===== src/rtl/pipelined_control_unit_pkg.sv =====
// rtl/pipelined_control_unit_pkg.sv - shared types, encodings and opcode decode for the pipelined control unit
package pipelined_control_unit_pkg;

  typedef enum logic [3:0] {
    OP_NOP  = 4'd0,
    OP_B    = 4'd1,
    OP_BEQ  = 4'd2,
    OP_BLT  = 4'd3,
    OP_LDW  = 4'd4,
    OP_LDB  = 4'd5,
    OP_STW  = 4'd6,
    OP_STB  = 4'd7,
    OP_ADD  = 4'd8,
    OP_ADDI = 4'd9,
    OP_SUB  = 4'd10,
    OP_DIV  = 4'd11,
    OP_SHL  = 4'd12
  } opcode_e;

  // First opcode value that is not a defined instruction.
  localparam logic [31:0] OPCODE_LIMIT = 32'd13;

  localparam logic [1:0] BR_ALWAYS = 2'b00;
  localparam logic [1:0] BR_EQ     = 2'b01;
  localparam logic [1:0] BR_LT     = 2'b10;

  localparam logic [1:0] ALU_ADD = 2'b00;
  localparam logic [1:0] ALU_SUB = 2'b01;
  localparam logic [1:0] ALU_DIV = 2'b10;
  localparam logic [1:0] ALU_SHL = 2'b11;

  typedef struct packed {
    logic       valid;
    logic       branch;
    logic [1:0] br_cond;
    logic       a1_sel;
    logic       rf_we;
    logic [1:0] ext_sel;
    logic       alu_b_sel;
    logic [1:0] alu_ctl;
    logic       set_flags;
    logic       mem_we;
    logic       mem_re;
    logic       byte_en;
    logic       is_div;
    logic       wb_sel;
  } ctrl_word_t;

  localparam ctrl_word_t CTRL_NOP = '0;

  typedef enum logic {
    DIV_IDLE = 1'b0,
    DIV_BUSY = 1'b1
  } div_state_e;

  // Control word for a legal opcode; the valid bit is set, the caller gates it.
  function automatic ctrl_word_t decode(input logic [3:0] op);
    ctrl_word_t w;
    w       = CTRL_NOP;
    w.valid = 1'b1;
    case (opcode_e'(op))
      OP_NOP: ;
      OP_B, OP_BEQ, OP_BLT: begin
        w.branch    = 1'b1;
        w.a1_sel    = 1'b1;
        w.ext_sel   = 2'b01;
        w.alu_b_sel = 1'b1;
        w.set_flags = 1'b1;
        w.br_cond   = (opcode_e'(op) == OP_BEQ) ? BR_EQ :
                      (opcode_e'(op) == OP_BLT) ? BR_LT : BR_ALWAYS;
      end
      OP_LDW, OP_LDB: begin
        w.rf_we   = 1'b1;
        w.mem_re  = 1'b1;
        w.wb_sel  = 1'b1;
        w.byte_en = (opcode_e'(op) == OP_LDB);
      end
      OP_STW, OP_STB: begin
        w.mem_we  = 1'b1;
        w.byte_en = (opcode_e'(op) == OP_STB);
      end
      OP_ADD: begin
        w.rf_we   = 1'b1;
        w.alu_ctl = ALU_ADD;
      end
      OP_ADDI: begin
        w.rf_we     = 1'b1;
        w.ext_sel   = 2'b01;
        w.alu_b_sel = 1'b1;
      end
      OP_SUB: begin
        w.rf_we   = 1'b1;
        w.alu_ctl = ALU_SUB;
      end
      OP_DIV: begin
        w.rf_we   = 1'b1;
        w.alu_ctl = ALU_DIV;
        w.is_div  = 1'b1;
      end
      OP_SHL: begin
        w.rf_we   = 1'b1;
        w.alu_ctl = ALU_SHL;
      end
      default: w = CTRL_NOP;
    endcase
    return w;
  endfunction

endpackage


===== src/rtl/pipelined_control_unit_if.sv =====
// rtl/pipelined_control_unit_if.sv - decode/pipeline control bundle between the core and the control unit
// slave  (control unit): in opcode_d, valid_d, flush_ex, mem_ready;
//                        out stall_fd, ex_ctrl, mem_ctrl, wb_ctrl, mem_req, illegal_op
//                        [+ retired_cnt, stall_cnt, flush_cnt when CTRL_PERF_CNT_EN]
// master (core side):    the mirror image of slave
interface pipelined_control_unit_if #(
  parameter int OPCODE_W = 4
`ifdef CTRL_PERF_CNT_EN
  , parameter int CNT_W = 32
`endif
);
  import pipelined_control_unit_pkg::*;

  logic [OPCODE_W-1:0] opcode_d;
  logic                valid_d;
  logic                flush_ex;
  logic                mem_ready;
  logic                stall_fd;
  ctrl_word_t          ex_ctrl;
  ctrl_word_t          mem_ctrl;
  ctrl_word_t          wb_ctrl;
  logic                mem_req;
  logic                illegal_op;
`ifdef CTRL_PERF_CNT_EN
  logic [CNT_W-1:0]    retired_cnt;
  logic [CNT_W-1:0]    stall_cnt;
  logic [CNT_W-1:0]    flush_cnt;
`endif

  modport slave (
    input  opcode_d, valid_d, flush_ex, mem_ready,
`ifdef CTRL_PERF_CNT_EN
    output retired_cnt, stall_cnt, flush_cnt,
`endif
    output stall_fd, ex_ctrl, mem_ctrl, wb_ctrl, mem_req, illegal_op
  );

  modport master (
    output opcode_d, valid_d, flush_ex, mem_ready,
`ifdef CTRL_PERF_CNT_EN
    input  retired_cnt, stall_cnt, flush_cnt,
`endif
    input  stall_fd, ex_ctrl, mem_ctrl, wb_ctrl, mem_req, illegal_op
  );

endinterface


===== src/rtl/pipelined_control_unit_decoder.sv =====
// rtl/pipelined_control_unit_decoder.sv - combinational opcode decoder for the ID stage
// in  opcode  : instruction opcode (OPCODE_W bits)
// in  valid   : decode slot holds a live, unsquashed instruction
// out ctrl    : control word, CTRL_NOP when not valid or illegal
// out illegal : valid instruction with an undefined opcode
module pipelined_control_unit_decoder
  import pipelined_control_unit_pkg::*;
#(
  parameter int OPCODE_W = 4
) (
  input  logic [OPCODE_W-1:0] opcode,
  input  logic                valid,
  output ctrl_word_t          ctrl,
  output logic                illegal
);

  logic out_of_range;

  assign out_of_range = (32'(opcode) >= OPCODE_LIMIT);

  always_comb begin
    ctrl    = CTRL_NOP;
    illegal = valid & out_of_range;
    if (valid && !out_of_range) begin
      ctrl = decode(4'(opcode));
    end
  end

endmodule


===== src/rtl/pipelined_control_unit.sv =====
// rtl/pipelined_control_unit.sv - ID/EX/MEM/WB control pipeline with divide and memory stalls and branch flush
// in  clk, rst   : core clock, synchronous active-high reset
// bus (slave)    : opcode_d/valid_d from decode, flush_ex from branch resolve, mem_ready from data memory;
//                  stall_fd, per-stage control words, mem_req and illegal_op back to the core.
// Optional CTRL_PERF_CNT_EN adds retired_cnt, stall_cnt and flush_cnt on the bus.
module pipelined_control_unit
  import pipelined_control_unit_pkg::*;
#(
  parameter int OPCODE_W   = 4,
  parameter int DIV_CYCLES = 8
`ifdef CTRL_PERF_CNT_EN
  , parameter int CNT_W    = 32
`endif
) (
  input  logic                      clk,
  input  logic                      rst,
  pipelined_control_unit_if.slave   bus
);

  // Counter holds the number of further stall cycles after the BUSY entry cycle.
  localparam int DCNT_W = (DIV_CYCLES > 2) ? $clog2(DIV_CYCLES - 1) : 1;
  localparam logic [DCNT_W-1:0] DIV_LOAD = (DIV_CYCLES > 2) ? DCNT_W'(DIV_CYCLES - 2) : '0;
  localparam bit DIV_MULTI = (DIV_CYCLES > 1);

  ctrl_word_t id_word;
  ctrl_word_t ex_q, mem_q, wb_q;
  logic       dec_valid, dec_illegal, illegal_q;
  logic       mem_req, mem_stall, div_stall, ex_is_div;

  div_state_e        state_q, state_d;
  logic [DCNT_W-1:0] cnt_q, cnt_d;

  assign dec_valid = bus.valid_d & ~bus.flush_ex;

  pipelined_control_unit_decoder #(
    .OPCODE_W (OPCODE_W)
  ) u_decoder (
    .opcode  (bus.opcode_d),
    .valid   (dec_valid),
    .ctrl    (id_word),
    .illegal (dec_illegal)
  );

  assign mem_req   = mem_q.valid & (mem_q.mem_we | mem_q.mem_re);
  assign mem_stall = mem_req & ~bus.mem_ready;
  assign ex_is_div = ex_q.valid & ex_q.is_div;

  // Divide sequencer. The entry cycle already stalls, so a DIV spends
  // DIV_CYCLES non-memory-stalled cycles in EX; the last one releases EX.
  always_comb begin
    state_d   = state_q;
    cnt_d     = cnt_q;
    div_stall = 1'b0;
    case (state_q)
      DIV_IDLE: begin
        if (ex_is_div && DIV_MULTI) begin
          div_stall = 1'b1;
          if (!mem_stall && !bus.flush_ex) begin
            state_d = DIV_BUSY;
            cnt_d   = DIV_LOAD;
          end
        end
      end
      DIV_BUSY: begin
        div_stall = 1'b1;
        if (!mem_stall) begin
          if (bus.flush_ex) begin
            // EX is being replaced, so the divide cannot continue.
            state_d = DIV_IDLE;
          end else if (cnt_q == '0) begin
            state_d   = DIV_IDLE;
            div_stall = 1'b0;
          end else begin
            cnt_d = cnt_q - DCNT_W'(1);
          end
        end
      end
      default: begin
        state_d = DIV_IDLE;
        cnt_d   = '0;
      end
    endcase
  end

  always_ff @(posedge clk) begin
    if (rst) begin
      state_q <= DIV_IDLE;
      cnt_q   <= '0;
    end else begin
      state_q <= state_d;
      cnt_q   <= cnt_d;
    end
  end

  // Stage registers: memory stall freezes everything (a pending flush is
  // re-asserted by the branch still sitting in EX), a flush squashes the
  // decode slot, a divide stall holds EX and drops a bubble into MEM.
  always_ff @(posedge clk) begin
    if (rst) begin
      ex_q      <= CTRL_NOP;
      mem_q     <= CTRL_NOP;
      wb_q      <= CTRL_NOP;
      illegal_q <= 1'b0;
    end else if (mem_stall) begin
      illegal_q <= 1'b0;
    end else if (bus.flush_ex) begin
      ex_q      <= id_word;
      mem_q     <= ex_q;
      wb_q      <= mem_q;
      illegal_q <= 1'b0;
    end else if (div_stall) begin
      mem_q     <= CTRL_NOP;
      wb_q      <= mem_q;
      illegal_q <= 1'b0;
    end else begin
      ex_q      <= id_word;
      mem_q     <= ex_q;
      wb_q      <= mem_q;
      illegal_q <= dec_illegal;
    end
  end

  assign bus.stall_fd   = mem_stall | div_stall;
  assign bus.ex_ctrl    = ex_q;
  assign bus.mem_ctrl   = mem_q;
  assign bus.wb_ctrl    = wb_q;
  assign bus.mem_req    = mem_req;
  assign bus.illegal_op = illegal_q;

`ifdef CTRL_PERF_CNT_EN
  logic [CNT_W-1:0] retired_q, stall_q, flush_q;

  always_ff @(posedge clk) begin
    if (rst) begin
      retired_q <= '0;
      stall_q   <= '0;
      flush_q   <= '0;
    end else begin
      if (wb_q.valid && !mem_stall) begin
        retired_q <= retired_q + CNT_W'(1);
      end
      if (mem_stall || div_stall) begin
        stall_q <= stall_q + CNT_W'(1);
      end
      if (bus.flush_ex && !mem_stall) begin
        flush_q <= flush_q + CNT_W'(1);
      end
    end
  end

  assign bus.retired_cnt = retired_q;
  assign bus.stall_cnt   = stall_q;
  assign bus.flush_cnt   = flush_q;
`endif

endmodule


===== src/flat_wrapper.sv =====
// flat-port wrapper written by rule: the top's interface ports become plain ports
module pipelined_control_unit_flat import pipelined_control_unit_pkg::*;
#(
  parameter int OPCODE_W   = 4,
  parameter int DIV_CYCLES = 8

)
  (clk, rst, bus_opcode_d, bus_valid_d, bus_flush_ex, bus_mem_ready, bus_stall_fd, bus_ex_ctrl, bus_mem_ctrl, bus_wb_ctrl, bus_mem_req, bus_illegal_op);
  pipelined_control_unit_if #(.OPCODE_W(OPCODE_W)) bus_i ();
  input  logic clk;
  input  logic rst;
  input wire logic [$bits(bus_i.opcode_d)-1:0] bus_opcode_d;
  input wire logic [$bits(bus_i.valid_d)-1:0] bus_valid_d;
  input wire logic [$bits(bus_i.flush_ex)-1:0] bus_flush_ex;
  input wire logic [$bits(bus_i.mem_ready)-1:0] bus_mem_ready;
  output wire logic [$bits(bus_i.stall_fd)-1:0] bus_stall_fd;
  output wire logic [$bits(bus_i.ex_ctrl)-1:0] bus_ex_ctrl;
  output wire logic [$bits(bus_i.mem_ctrl)-1:0] bus_mem_ctrl;
  output wire logic [$bits(bus_i.wb_ctrl)-1:0] bus_wb_ctrl;
  output wire logic [$bits(bus_i.mem_req)-1:0] bus_mem_req;
  output wire logic [$bits(bus_i.illegal_op)-1:0] bus_illegal_op;
  assign bus_i.opcode_d = bus_opcode_d;
  assign bus_i.valid_d = bus_valid_d;
  assign bus_i.flush_ex = bus_flush_ex;
  assign bus_i.mem_ready = bus_mem_ready;
  assign bus_stall_fd = bus_i.stall_fd;
  assign bus_ex_ctrl = bus_i.ex_ctrl;
  assign bus_mem_ctrl = bus_i.mem_ctrl;
  assign bus_wb_ctrl = bus_i.wb_ctrl;
  assign bus_mem_req = bus_i.mem_req;
  assign bus_illegal_op = bus_i.illegal_op;
  pipelined_control_unit #(.OPCODE_W(OPCODE_W), .DIV_CYCLES(DIV_CYCLES)) u_core (.clk(clk), .rst(rst), .bus(bus_i));
endmodule

===== config.mk =====
export PLATFORM = sky130hd
export DESIGN_NAME = pipelined_control_unit_flat
export DESIGN_NICKNAME = d
export VERILOG_FILES = /design/src/rtl/pipelined_control_unit_pkg.sv /design/src/rtl/pipelined_control_unit_if.sv /design/src/rtl/pipelined_control_unit_decoder.sv /design/src/rtl/pipelined_control_unit.sv /design/src/flat_wrapper.sv
export SDC_FILE = /design/constraint.sdc
export NUM_CORES = 1
export LEC_CHECK = 0
export ABC_AREA = 1
export BUFFER_PORTS_ARGS = -buffer_cell sky130_fd_sc_hd__buf_2
export CORE_ASPECT_RATIO = 0.5
export CORE_MARGIN = 2
export CORE_UTILIZATION = 40
export DETAILED_ROUTE_END_ITERATION = 16
export SLEW_MARGIN = 10
export SYNTH_ARGS = -nofsm -noshare
export SYNTH_HDL_FRONTEND = slang
export SYNTH_HIERARCHICAL = 1
export SYNTH_SLANG_ARGS = --single-unit

===== constraint.sdc =====
create_clock -name clk -period 1.85 [get_ports clk]
set_clock_uncertainty 0.15 [all_clocks]
set_input_delay 0.0925 -clock clk [delete_from_list [all_inputs] [get_ports clk]]
set_output_delay 0.0925 -clock clk [all_outputs]
set_load 0.03 [all_outputs]

## Word level (Yosys, flattened, before mapping)

Cells that the tools add are included.

- Input bits: 9
- ROM bits: 0
- Output and inout bits: 54
- Logic and storage cells: 125
- Memories kept: 0
- Register bits after elaboration: 56
- Bits in latches: 0
- RAM bits: 0

- Shifts and indexed selects: 0
- Reduce and logical (&&, ||, !) cells: 16
- Eq/ne operators: 18
- $add $sub $neg: 1
- Multiply operators: 0
- Bitwise gates (word level): 11
- Order comparisons: 1
- Divide/modulo/power cells: 0
- Mux-type cells: 33

Operators with widths:

| cell | count |
|---|---|
| 17-bit two-way mux | 5 |
| 4-bit equality test, second input constant | 5 |
| 4-bit by 3-bit equality test with 1-bit output, second input constant | 4 |
| 3-bit two-way mux | 5 |
| 1-bit two-way mux | 14 |
| 13-bit OR reduction | 1 |
| 4-bit by 2-bit equality test with 1-bit output, second input constant | 2 |
| 2-bit != test, second input constant | 4 |
| 4-bit OR reduction | 2 |
| 7-bit OR reduction | 1 |
| 2-bit two-way mux | 3 |
| 1-bit case mux with 2 select lines | 3 |
| 2-bit case mux with 3 select lines | 1 |
| 3-bit case mux with 2 select lines | 1 |
| 1-bit AND | 5 |
| 5-bit AND reduction | 1 |
| 4-bit by 1-bit equality test with 1-bit output, second input constant | 1 |
| 4-bit greater-or-equal comparator, second input constant | 1 |
| 4-bit zero test | 1 |
| 4-bit two-way mux | 1 |
| 2-bit by 1-bit != test with 1-bit output, second input constant | 2 |
| 1-bit inverter | 4 |
| 2-bit OR reduction | 2 |
| 1-bit zero test | 3 |
| other kinds (6) | 8 |

## Depth between registers and ports, before layout

- Depth in word-level cells: 8
- Gate-level depth with buffers: 10
- Mapped depth without buffers: 9

## Modules after synthesis

The synthesis kept the hierarchy.

By module, submodules not included:

| module | instances | cells each | area an instance (µm²) |
|---|---|---|---|
| pipelined_control_unit | 1 | 309 | 2299.7 |
| pipelined_control_unit_decoder | 1 | 44 | 224.0 |

## Least setup slack after synthesis

No wires, ideal clock.

- Kind: register -> register
- Start: register u_core.mem_q (netlist bit u_core/bus.mem_ctrl[3])
- End: register u_core.ex_q (netlist bit u_core/bus.ex_ctrl[6])
- Arrival time: 1.421 ns
- Library setup time: 0.113 ns
- Path slack: 0.166 ns
- Buffers on the path: 1
- Stages on the path, launching flop included: 9
- Path through: dfxtp_1 inv_1 nand2_2 nand3_4 o211ai_4 buf_4 nand3_1 nand2_1 nor2_1

- Longest elaborated chain between the ends: 7

RTL lines:

| what | RTL line | source |
|---|---|---|
| from (decl) | pipelined_control_unit.sv:26 | `ctrl_word_t ex_q, mem_q, wb_q;` |
| from (signal assigned) | pipelined_control_unit.sv:108 | `mem_q <= ex_q;` |
| from (signal assigned) | pipelined_control_unit.sv:117 | `mem_q <= ex_q;` |
| 1-bit OR * | pipelined_control_unit.sv:44 | `assign mem_req = mem_q.valid & (mem_q.mem_we \| mem_q.mem_re);` |
| 1-bit AND * | pipelined_control_unit.sv:44 |  |
| 1-bit AND * | pipelined_control_unit.sv:45 | `assign mem_stall = mem_req & ~bus.mem_ready;` |
| 1-bit two-way mux | pipelined_control_unit.sv:66 | `if (!mem_stall) begin` |
| 1-bit case mux with 2 select lines | pipelined_control_unit.sv:54 | `case (state_q)` |
| 2-bit != test (no line) | - |  |
| 2-bit AND reduction (no line) * | - |  |
| to (signal assigned) | pipelined_control_unit.sv:107 | `ex_q <= id_word;` |
| to (signal assigned) | pipelined_control_unit.sv:116 | `ex_q <= id_word;` |
| to (decl) | pipelined_control_unit.sv:26 |  |

Every way passes the cells marked *; elsewhere a longest branch is shown, timed or not.
A chain may end at the register's enable or synchronous reset.

## Worst setup path after layout

- Start: register u_core.cnt_q[0]
- End: output port bus_stall_fd

- Longest elaborated chain between the ends: 6

RTL lines:

| what | RTL line | source |
|---|---|---|
| from (decl) | pipelined_control_unit.sv:31 | `logic [DCNT_W-1:0] cnt_q, cnt_d;` |
| from (signal assigned) | pipelined_control_unit.sv:91 | `cnt_q <= cnt_d;` |
| 3-bit zero test | pipelined_control_unit.sv:70 | `end else if (cnt_q == '0) begin` |
| 1-bit two-way mux | pipelined_control_unit.sv:70 |  |
| 1-bit two-way mux | pipelined_control_unit.sv:67 | `if (bus.flush_ex) begin` |
| 1-bit two-way mux | pipelined_control_unit.sv:66 |  |
| 1-bit case mux with 2 select lines | pipelined_control_unit.sv:54 |  |
| 1-bit OR | pipelined_control_unit.sv:123 | `assign bus.stall_fd = mem_stall \| div_stall;` |
| to (decl) | flat_wrapper.sv:16 | `output wire logic [$bits(bus_i.stall_fd)-1:0] bus_stall_fd;` |

No other way between the ends.

==> results.md <==
Outcome:
- The run finished with clean final reports.

Timing:
- For the pin with the worst max-slew slack, the measured transition is between 0.6 and 0.7 ns.
- Setup violations remaining at the end of the flow were counted as 0.
- In this run the tightest slew margin relative to its limit is 55.8%.
- The final clock period utilization by the worst path is a little over nine tenths.
- The final number of hold-violating endpoints came to 0.
- For the finished layout, the period the worst path requires is around 1.8 ns.
- Setup repair after global routing left no endpoint under its margin.
- The aggregate negative setup slack is 0 ns.
- The highest clock rate is about 560 MHz.
- The final critical-path setup slack is approximately 0.077 ns.
- The final number of max-transition violations is 0.

Global route:
- The first global-routing pass estimated approximately 10 mm of wire.
- The overall routing resource usage is between 10% and 20%.
- The pin count of the biggest net entering global routing is 37.
- The number of global-route vias before repair was a little under 2000.
- The number of antenna violations at the first check in global routing is 0.
- The total congestion overflow after global routing is 0.

Clocking:
- Clock-pin slew was measured on the worst setup and hold paths at roughly 0.070 ns.
- The maximum number of buffers from clock root to sink is 2.
- CTS built an H-tree with a depth of 2.
- The clock tree from TritonCTS is built.
- The total CTS buffers is 5.
- The clock root buffer is sky130_fd_sc_hd__clkbuf_16.
- The total number of clock tree sinks is 56.
- The clock reaches the later pin of the worst-skew pair after 0.29 ns.

Drt:
- In the routed layout, each cell is associated on average with a via count of ~4.7.
- Dividing the detail-routed wire length by the instance count gives 12.7 µm.
- The post-detailed-route DRC marker count is 0.
- Wires add up to 6.42 mm.
- The iteration-0 DRC count of the detailed router is 143.
- The post-detailed-route count of antenna-violating nets is 0.
- The via count is 2361.
- For this run, the detailed router's first-pass iteration total came to 4.

Min path:
- The path class of the tightest hold or removal check is primary input to flop.

Pwr:
- The combinational fraction of design power is approximately 6.7%.
- The total net switching power is 0.000578 W.
- The switching share of power is ~25%.
- The worst IR drop on VDD is about 0.43 mV.
- Internal power comes to approximately 0.0018 W.
- The clock network burns 41.3% of the power.
- For this design the ratio of total power to cell area is around 750 mW/mm².
- The leakage component of the power is 1.40 nW.
- The share of power burned in registers is between 50% and 60%.

Floorplan:
- The floorplan step set the die width to around 120 µm.
- The standard cell core area is roughly 0.0061 mm².
- The count of pins on the block boundary is between 60 and 70.
- The initial utilization of the core area, before any placement, comes to 41.5%.
- In this run the vertical extent of the chip is 60.2 µm.
- The die covers approximately 0.0070 mm².
- The floorplan has 20 rows.

Cells and area:
- From synthesis to final layout, the design area changed by 24.3%.
- The count of cells in the finished layout, fillers not included, comes to between 500 and 600.
- 0 antenna diodes ended up in the layout.
- The multi-input logic area is about 0.0011 mm².
- The total area of sequential cells is roughly 0.0011 mm².
- The final-stage net count is 427.
- The proportion of layout cells with a drive suffix above 1 is 24.9%.
- The layout has between 600 and 700 filler cells.

Synthesis:
- The cell accounting for the most synthesized area is sky130_fd_sc_hd__dfxtp_1.
- The net count of the mapped netlist is between 300 and 400.
- The synthesis-stage register bit count is 56.
- Counting flops with a built-in enable in the synthesized netlist gives 0.
- The cell area that synthesis handed to floorplanning was 0.00252 mm².
- For this run, asynchronously set or reset flops after synthesis account for 0%.
- The per-instance average area after synthesis is approximately 7.1 µm².
- Yosys instantiated no cell more often than sky130_fd_sc_hd__nand2_1.
- After synthesis, the most frequently instantiated cells are sky130_fd_sc_hd__nand2_1 (79), sky130_fd_sc_hd__dfxtp_1 (56), sky130_fd_sc_hd__nor2_1 (44), sky130_fd_sc_hd__a21oi_1 (40), sky130_fd_sc_hd__nand3_1 (39).
- By area the synthesized netlist is led by sky130_fd_sc_hd__dfxtp_1 (44%), sky130_fd_sc_hd__nand2_1 (12%), sky130_fd_sc_hd__a21oi_1 (7.9%).
- The number of warning messages in the yosys log is 6.
- The synthesized instance count is approximately 350.
- The number of different library cells used by synthesis comes to 25.
- The share of the synthesized area in the top cell type is 44.4%.
- The fraction of the yosys area taken by sequential cells is between 40% and 50%.
- In the synthesized netlist the dominant register cell turns out to be sky130_fd_sc_hd__dfxtp_1.

Critical path:
- The maximum fanout count along the critical path is 3.
- The worst path arrival time is ~1.5 ns.
- At the worst endpoint, the required time is approximately 1.6 ns.
- The worst setup path is captured at an output pin.
- The critical path in this run is classified as flop to output pin.
- STA classifies the critical path startpoint as a flop.

Place:
- Buffers placed on the I/O ports in this run total 62.
- The routability-driven placement congestion ratio is about 0.85.
- The detailed placement HPWL is 4.59 mm.
- Counting tap cells, the placed design contains a total of 490 instances.
- At the placement stage, the worst setup path has a slack of ~0.12 ns.

Flow run:
- The tool flagged a number of max-cap violations equal to 0.
[area by class of cell]
type	count	share of cell area [%]
tap	88	3.51
timing repair buffer	80	15.6
clock inverter	3	0.877
multi-input combinational	231	35.2
sequential	56	35.7
clock buffer	5	3.99
inverter	42	5.02
[final timing paths]
check / startpoint / end / slack [ns] / cells past startpoint
setup / recovery: u_core/cnt_q[0] / bus_stall_fd / 0.08 / 7
hold / removal: bus_opcode_d[3] / u_core/bus.ex_ctrl[9] / 0.06 / 4
setup reg to reg: u_core/cnt_q[0] / u_core/bus.ex_ctrl[0] / 0.14 / 10
hold reg to reg: u_core/bus.wb_ctrl[14] / u_core/bus.wb_ctrl[14] / 0.31 / 2
[critical path: stages (launching register included)]
cell and delay, ns:
sky130_fd_sc_hd__dfxtp_1 0.33, sky130_fd_sc_hd__inv_1 0.07, sky130_fd_sc_hd__ha_1 0.23, sky130_fd_sc_hd__nand2_2 0.09
sky130_fd_sc_hd__nor2_4 0.04, sky130_fd_sc_hd__o211ai_4 0.18, sky130_fd_sc_hd__buf_12 0.13, sky130_fd_sc_hd__buf_4 0.15
[layout by cell type (no fill, tap or decap), types with 3 or more instances in the layout]
cell                        synthesis  final
sky130_fd_sc_hd__nand2_1           79     78
sky130_fd_sc_hd__buf_2              8     61
sky130_fd_sc_hd__dfxtp_1           56     56
sky130_fd_sc_hd__nor2_1            44     44
sky130_fd_sc_hd__a21oi_1           40     40
sky130_fd_sc_hd__nand3_1           39     39
sky130_fd_sc_hd__inv_1             38     38
sky130_fd_sc_hd__buf_4              9     14
sky130_fd_sc_hd__clkbuf_16          0      5
sky130_fd_sc_hd__nand4_1            5      5
sky130_fd_sc_hd__inv_2              4      4
sky130_fd_sc_hd__buf_12             0      3
sky130_fd_sc_hd__nand2_2            2      3
sky130_fd_sc_hd__nand3_2            3      3
sky130_fd_sc_hd__o21ai_0            3      3
[routing by layer]
layer / up-vias / wire (µm) / global-route usage [%] / part of all wire [%]
li1: 1238 / - / - / -
met1: 1070 / 3370 / 28.0 / 52
met2: 51 / 2800 / 28.2 / 44
met3: 2 / 223 / 3.14 / 3.5
met4: 0 / 21 / 4.25 / 0.33
met5: - / 0 / 0 / 0
[power by group through the flow]
stage	Sequential, W	Combinational (W)	Clock (W)
3_3_place_gp	0.00125	0.000150	0
4_1_cts	0.00123	0.000157	0.000999
5_1_grt	0.00123	0.000171	0.00105
2_1_floorplan	0.00128	0.0000816	0
3_5_place_dp	0.00126	0.000153	0
6_report	0.00123	0.000157	0.000973
[sequential cells by signal, summed over array words and instances, names as in the netlist]
name and count:
u_core/bus.ex_ctrl 17, u_core/bus.illegal_op 1, u_core/bus.mem_ctrl 17, u_core/bus.wb_ctrl 17, u_core/cnt_q 3, u_core/state_q 1
[logic make-up after synthesis]
| group | Yosys count | synth area share, % |
|---|---|---|
| and+or+nand+nor | 182 | 32.8 |
| buffers and inverters | 66 | 11.8 |
| DFF | 56 | 44.4 |
| AOI/OAI and AO/OA | 46 | 9.77 |
| adders and majority gates | 2 | 0.991 |
| other | 1 | 0.149 |
[per-stage QoR]
step                      util (%)  power, W  hold slack [ns]  instance area, µm²
after floorplan                  -   0.00136           0.0190                2520
after global placement        47.9   0.00141            0.228                2910
after detailed placement      47.9   0.00141            0.239                2910
after CTS                     51.0   0.00238           0.0524                3100
after global routing          51.6   0.00245           0.0755                3140
final                         51.6   0.00236           0.0600                3140
[timing repair]
item                       CTS  global route
hold endpoints to repair     2             0
setup endpoints to repair    1             4
hold buffers                 2             0
setup buffers                2             3
resized for setup            1             1
Note: power is estimated with default switching activity, not from simulation.
